**src/rtl/baud_config_ctrl.sv**
```systemverilog
// -----------------------------------------------------------------------------
// baud_config_ctrl
//   Changes the UART baud rate at run time without glitching a frame. A single
//   requester hands over a baud index over a valid/ready handshake. The
//   controller waits until TX and RX have both been idle for GUARD_CYCLES
//   consecutive cycles. It then loads the new divisor into the baud-rate
//   generator and pulses the generator reset for one cycle.
//
//   Optional feature: define BAUD_CFG_TIMEOUT_EN to bound the idle wait to
//   TIMEOUT_CYCLES cycles. On expiry the controller pulses o_cfg_err and drops
//   the request. Without the macro the wait is unbounded and o_cfg_err is 0.
//
// Ports
//   i_clock      system clock, rising edge
//   i_reset      synchronous active-high reset
//   i_cfg_valid  configuration request
//   i_cfg_sel    baud index 0..7 = 1200,2400,4800,9600,19200,38400,57600,115200
//   o_cfg_ready  high only while IDLE
//   i_tx_busy    transmitter frame in progress
//   i_rx_busy    receiver frame in progress
//   o_div        registered divisor to the baud generator
//   o_gen_reset  one-cycle generator reset, high during APPLY
//   o_cfg_done   one-cycle pulse after a successful apply
//   o_cfg_err    one-cycle pulse on idle-wait timeout (macro builds only)
//   o_cur_sel    registered, currently applied baud index
// -----------------------------------------------------------------------------
module baud_config_ctrl #(
  parameter int CLK_FREQ       = 50_000_000,
  parameter int NB_DIV         = 16,
  parameter int DEFAULT_SEL    = 7,
  parameter int GUARD_CYCLES   = 4,
  parameter int TIMEOUT_CYCLES = 1_000_000,
  parameter int NB_TIMEOUT     = 24
) (
  input  logic              i_clock,
  input  logic              i_reset,
  input  logic              i_cfg_valid,
  input  logic [2:0]        i_cfg_sel,
  output logic              o_cfg_ready,
  input  logic              i_tx_busy,
  input  logic              i_rx_busy,
  output logic [NB_DIV-1:0] o_div,
  output logic              o_gen_reset,
  output logic              o_cfg_done,
  output logic              o_cfg_err,
  output logic [2:0]        o_cur_sel
);

  localparam int GW = (GUARD_CYCLES > 1) ? $clog2(GUARD_CYCLES) : 1;

  // Divisor for one baud rate. Integer truncation, then clamped so that the
  // generator never sees 0 and the value always fits in NB_DIV bits.
  function automatic logic [NB_DIV-1:0] calc_div(input longint baud);
    longint q;
    longint max_div;
    max_div = (longint'(1) << NB_DIV) - 1;
    q       = longint'(CLK_FREQ) / (baud * 16) - 1;
    if (q < 1)       q = 1;
    if (q > max_div) q = max_div;
    return NB_DIV'(q);
  endfunction

  localparam logic [NB_DIV-1:0] DIV0 = calc_div(1200);
  localparam logic [NB_DIV-1:0] DIV1 = calc_div(2400);
  localparam logic [NB_DIV-1:0] DIV2 = calc_div(4800);
  localparam logic [NB_DIV-1:0] DIV3 = calc_div(9600);
  localparam logic [NB_DIV-1:0] DIV4 = calc_div(19200);
  localparam logic [NB_DIV-1:0] DIV5 = calc_div(38400);
  localparam logic [NB_DIV-1:0] DIV6 = calc_div(57600);
  localparam logic [NB_DIV-1:0] DIV7 = calc_div(115200);

  // Constant table lookup; reduces to an 8-way mux of constants.
  function automatic logic [NB_DIV-1:0] div_of(input logic [2:0] sel);
    logic [NB_DIV-1:0] d;
    case (sel)
      3'd0:    d = DIV0;
      3'd1:    d = DIV1;
      3'd2:    d = DIV2;
      3'd3:    d = DIV3;
      3'd4:    d = DIV4;
      3'd5:    d = DIV5;
      3'd6:    d = DIV6;
      default: d = DIV7;
    endcase
    return d;
  endfunction

  localparam logic [2:0] DEF_SEL = 3'(DEFAULT_SEL);

`ifdef BAUD_CFG_TIMEOUT_EN
  typedef enum logic [2:0] {
    S_IDLE, S_WAIT_IDLE, S_APPLY, S_DONE, S_ERR
  } state_t;
`else
  typedef enum logic [2:0] {
    S_IDLE, S_WAIT_IDLE, S_APPLY, S_DONE
  } state_t;
`endif

  state_t          state;
  logic [GW-1:0]   guard_cnt;
  logic [2:0]      sel_lat;
  logic            line_busy;

  assign line_busy = i_tx_busy | i_rx_busy;

`ifdef BAUD_CFG_TIMEOUT_EN
  logic [NB_TIMEOUT-1:0] tmo_cnt;
  logic                  tmo_hit;

  // The counter holds k-1 on the k-th WAIT_IDLE edge, so a hit here means
  // WAIT_IDLE has already lasted TIMEOUT_CYCLES cycles.
  assign tmo_hit = (tmo_cnt == NB_TIMEOUT'(TIMEOUT_CYCLES - 1));
`else
  logic unused_timeout_cfg;
  assign unused_timeout_cfg = ((TIMEOUT_CYCLES + NB_TIMEOUT) != 0);
`endif

  always_ff @(posedge i_clock) begin
    if (i_reset) begin
      state       <= S_IDLE;
      o_cfg_ready <= 1'b1;
      o_div       <= div_of(DEF_SEL);
      o_cur_sel   <= DEF_SEL;
      o_gen_reset <= 1'b0;
      o_cfg_done  <= 1'b0;
      o_cfg_err   <= 1'b0;
      guard_cnt   <= '0;
`ifdef BAUD_CFG_TIMEOUT_EN
      tmo_cnt     <= '0;
`endif
    end else begin
      // Status outputs are single-cycle pulses by default.
      o_gen_reset <= 1'b0;
      o_cfg_done  <= 1'b0;
      o_cfg_err   <= 1'b0;

      case (state)
        S_IDLE: begin
          guard_cnt <= '0;
`ifdef BAUD_CFG_TIMEOUT_EN
          tmo_cnt   <= '0;
`endif
          if (i_cfg_valid && o_cfg_ready) begin
            sel_lat     <= i_cfg_sel;
            o_cfg_ready <= 1'b0;
            state       <= S_WAIT_IDLE;
          end
        end

        S_WAIT_IDLE: begin
`ifdef BAUD_CFG_TIMEOUT_EN
          tmo_cnt <= tmo_cnt + 1'b1;
`endif
          if (!line_busy && guard_cnt == GW'(GUARD_CYCLES - 1)) begin
            // Divisor and index load on the edge into APPLY so both are
            // already valid while the generator reset is asserted.
            o_div       <= div_of(sel_lat);
            o_cur_sel   <= sel_lat;
            o_gen_reset <= 1'b1;
            state       <= S_APPLY;
          end else begin
            if (line_busy) guard_cnt <= '0;
            else           guard_cnt <= guard_cnt + 1'b1;
`ifdef BAUD_CFG_TIMEOUT_EN
            // Only reached when APPLY was not taken, so APPLY wins a tie.
            if (tmo_hit) begin
              o_cfg_err <= 1'b1;
              state     <= S_ERR;
            end
`endif
          end
        end

        S_APPLY: begin
          o_cfg_done <= 1'b1;
          state      <= S_DONE;
        end

        S_DONE: begin
          o_cfg_ready <= 1'b1;
          state       <= S_IDLE;
        end

`ifdef BAUD_CFG_TIMEOUT_EN
        S_ERR: begin
          o_cfg_ready <= 1'b1;
          state       <= S_IDLE;
        end
`endif

        default: begin
          o_cfg_ready <= 1'b1;
          state       <= S_IDLE;
        end
      endcase
    end
  end

endmodule

```
**config.mk**
```make
export PLATFORM = sky130hd
export DESIGN_NAME = baud_config_ctrl
export DESIGN_NICKNAME = d
export VERILOG_FILES = /design/src/rtl/baud_config_ctrl.sv
export SDC_FILE = /design/constraint.sdc
export NUM_CORES = 1
export LEC_CHECK = 0
export ABC_AREA = 1
export CAP_MARGIN = 15
export CORE_ASPECT_RATIO = 0.9
export CORE_MARGIN = 2
export CORE_UTILIZATION = 40
export CTS_BUF_LIST = sky130_fd_sc_hd__clkbuf_8
export DETAILED_ROUTE_END_ITERATION = 8
export PLACE_DENSITY = 0.69
export SLEW_MARGIN = 20
export SYNTH_ARGS = -nofsm -noshare
export SYNTH_HDL_FRONTEND = slang
export SYNTH_SLANG_ARGS = --single-unit
```
**constraint.sdc**
```tcl
create_clock -name i_clock -period 4.6 [get_ports i_clock]
set_clock_uncertainty 0.2 [all_clocks]
set_input_delay 0.46 -clock i_clock [delete_from_list [all_inputs] [get_ports i_clock]]
set_output_delay 0.46 -clock i_clock [all_outputs]
set_load 0.1 [all_outputs]
```
==> flow_metrics.tcl <==
set metrics [dict create \
    ctsLongestPathBuffers 2 \
    synth-main-ff-cell "dfxtp_1" \
    start_util 0.411 \
    sw_frac_of_total 0.357 \
    first_iter_violations 39 \
    synth_edf_count 3 \
    wl_per_cell_um 10.6 \
    cts_buffers 3 \
    r2r_cells 6 \
    critPathKind "reg2out" \
    first_pass_iters 4 \
    p_clk_frac 0.286 \
    design_power_total_mw 0.640 \
    required_ns 3.94 \
    critical_path.endpoint "o_div[3]" \
    port_buffers 25 \
    ir_drop_mv 0.385 \
    fmax_mhz 399 \
    wl_um 2040 \
    worstPathCellList "clkdlybuf4s50_1" \
    max_cap_viol_count 0 \
    yosysMostFrequentCell "nand2_1" \
    rsz0062_at_grt "false" \
    antenna_found_initial 0 \
    whs_ns 0.266 \
    synthTopCellsByCount "nand2_1, dfxtp_1, nor2_1" \
    dieArea_um2 3210 \
    vias 920 \
    layout-drive-gt1-share 0.0741 \
    r2r-end "o_div[5]" \
    place.gp.congestion 0.852 \
    seqPwrFrac 0.386 \
    leakagePower_nw 0.600 \
    tns_ns 0 \
    cts_sinks 24 \
    syn_area_per_cell_um2 7.98 \
    setup_viol 0 \
    netlist_instances 139 \
    slew-limit-headroom 0.352 \
    grt_use_total 0.140 \
    slowest_delay_ns 1.16 \
    yosys-top-cells-area "dfxtp_1, nand2_1, edfxtp_1, a21oi_1, nor2_1" \
    grt_pass1_wl_um 3350 \
    ctsHoldBuffers 0 \
    min_path_type "reg2reg" \
    cts_resized 0 \
    post-route-period-util 0.544 \
    p_int_mw 0.412 \
    grt_max_degree 21 \
    r2r_start "state[1]" \
    cts-htree-levels 1 \
    ys_types 25 \
    status "finished clean" \
    power_frac_comb 0.328 \
    layout.nets 175 \
    cts.clk_slew.worst_paths_ns 0.08 \
    yosys.area.top_type "dfxtp_1" \
    insertion_delay_ns 0.26 \
    critPathBufInv 1 \
    yosys_warnings 0 \
    utilization 0.518 \
    vias_per_cell 4.79 \
    fp-row-count 18 \
    worst_path_dominant_cell_family "buffers and inverters" \
    cp.arrival_ns 1.84 \
    worstMarginPinSlew_ns 0.969 \
    ant_nets 0 \
    diodes 0 \
    critPathCaptureType "output port" \
    critPathLaunchType "flip-flop" \
    yosys_register_bits 24 \
    rrSetupSlack_ns 2.73 \
    cp.depth 1 \
    instances_no_fill 192 \
    ctsRootBufferMaster "clkbuf_8" \
    syn_area_um2 1110 \
    slowest_stage "clkdlybuf4s50_1" \
    synthArstFlopShare 0 \
    dpl.hpwl_um 1570 \
    core_um2 2700 \
    drc_errors 0 \
    grt_pass1_vias 810 \
    post_cts_buffers 0 \
    grt.overflow.total 0 \
    p_switching_mw 0.229 \
    area_delta_synth_final_pct 26.0 \
    hold_violations 0 \
    powerDensity_nw_per_um2 458 \
    crit_fanout 3 \
    cts_tree "built" \
    io_pins 31 \
    dp_cells 188 \
    layout_min_cycle_time_ns 2.50 \
    die_y_um 54.0 \
    yosysTopAreaCellShare 0.379 \
    yosysSeqAreaShare 0.460 \
    crit_start "o_div[3]" \
    maxSlewViolCount 0 \
    die_w_um 59.5 \
]
[flip-flops by register name (all words and copies together), names as in the netlist]
name,flops
o_cur_sel,3
sel_lat,3
state,2
guard_cnt,2
o_cfg_ready,1
o_div,11
o_cfg_done,1
o_gen_reset,1
[how the worst min path moves through the flow]
stage                 startpoint            to  slack, ns  cells after the start
floorplan           guard_cnt[1]  guard_cnt[1]       0.24                      2
global placement    guard_cnt[1]  guard_cnt[1]       0.25                      2
detailed placement  o_cur_sel[2]  o_cur_sel[2]       0.25                      2
CTS                     o_div[0]      o_div[0]       0.27                      2
global route            o_div[0]      o_div[0]       0.29                      2
finish                  o_div[0]      o_div[0]       0.27                      2
[worst register-to-register path: cells and delay by family, from the launching register on]
kind	cells	cell delay [ns]
AO/OA/AOI/OAI	1	0.07
adder cells (fa/ha/maj)	1	0.24
buffers and inverters	2	0.38
flip-flops	1	0.36
AND/OR/NAND/NOR	2	0.53
[per-layer routing]
metal | share of wire | global-route usage | wire length, µm | vias to the layer above
met4 | 0.0088 | 0.0407 | 18 | 0
met1 | 0.45 | 0.165 | 912 | 418
li1 | - | - | - | 480
met3 | 0.049 | 0.0505 | 100 | 4
met5 | 0 | 0 | 0 | -
met2 | 0.50 | 0.242 | 1010 | 18
[power groups by stage]
stage,logic (mW),clock network [mW],registers [mW]
final,0.210,0.183,0.247
after global routing,0.230,0.197,0.250
after CTS,0.211,0.188,0.247
after detailed placement,0.210,0,0.252
after global placement,0.203,0,0.250
after floorplan,0.130,0,0.290
[cell families after synthesis]
family                   synth area share
adder cells (fa/ha/maj)            0.0451
buffers and inverters               0.121
AND/OR/NAND/NOR                     0.241
other                             0.00338
AO/OA/AOI/OAI                       0.130
flip-flops                          0.460
[cells in the final DEF, fill, tap and decap left out, drive strengths merged]
cell type	Yosys	final
a21oi	12	12
bufinv	0	1
clkbuf	1	3
clkdlybuf4s50	0	25
clkinv	1	1
conb	1	5
dfxtp	21	21
edfxtp	3	3
ha	4	4
inv	12	12
nand2	39	39
nand3	7	7
nand4	1	1
nor2	15	15
nor3	2	2
o211ai	3	3
o21ai	7	7
or2	1	1
[cell type report]
| cell class | instances | area [µm²] |
|---|---|---|
| Clock buffer | 3 | 41.3 |
| Inverter | 13 | 48.8 |
| Sequential cell | 24 | 510 |
| Multi-Input combinational cell | 96 | 480 |
| Clock inverter | 1 | 30.0 |
| Tap cell | 30 | 37.5 |
| Fill cell | 264 | 1300 |
| Timing Repair Buffer | 25 | 250 |
[per-stage QoR]
| step | area [µm²] | setup slack (ns) |
|---|---|---|
| 2_1_floorplan | 1120 | 2.51 |
| 3_3_place_gp | 1330 | 2.38 |
| 3_5_place_dp | 1330 | 2.35 |
| 4_1_cts | 1400 | 2.07 |
| 5_1_grt | 1400 | 2.03 |
| 6_report | 1400 | 2.10 |
No activity file was read; power rests on OpenSTA's default activity.
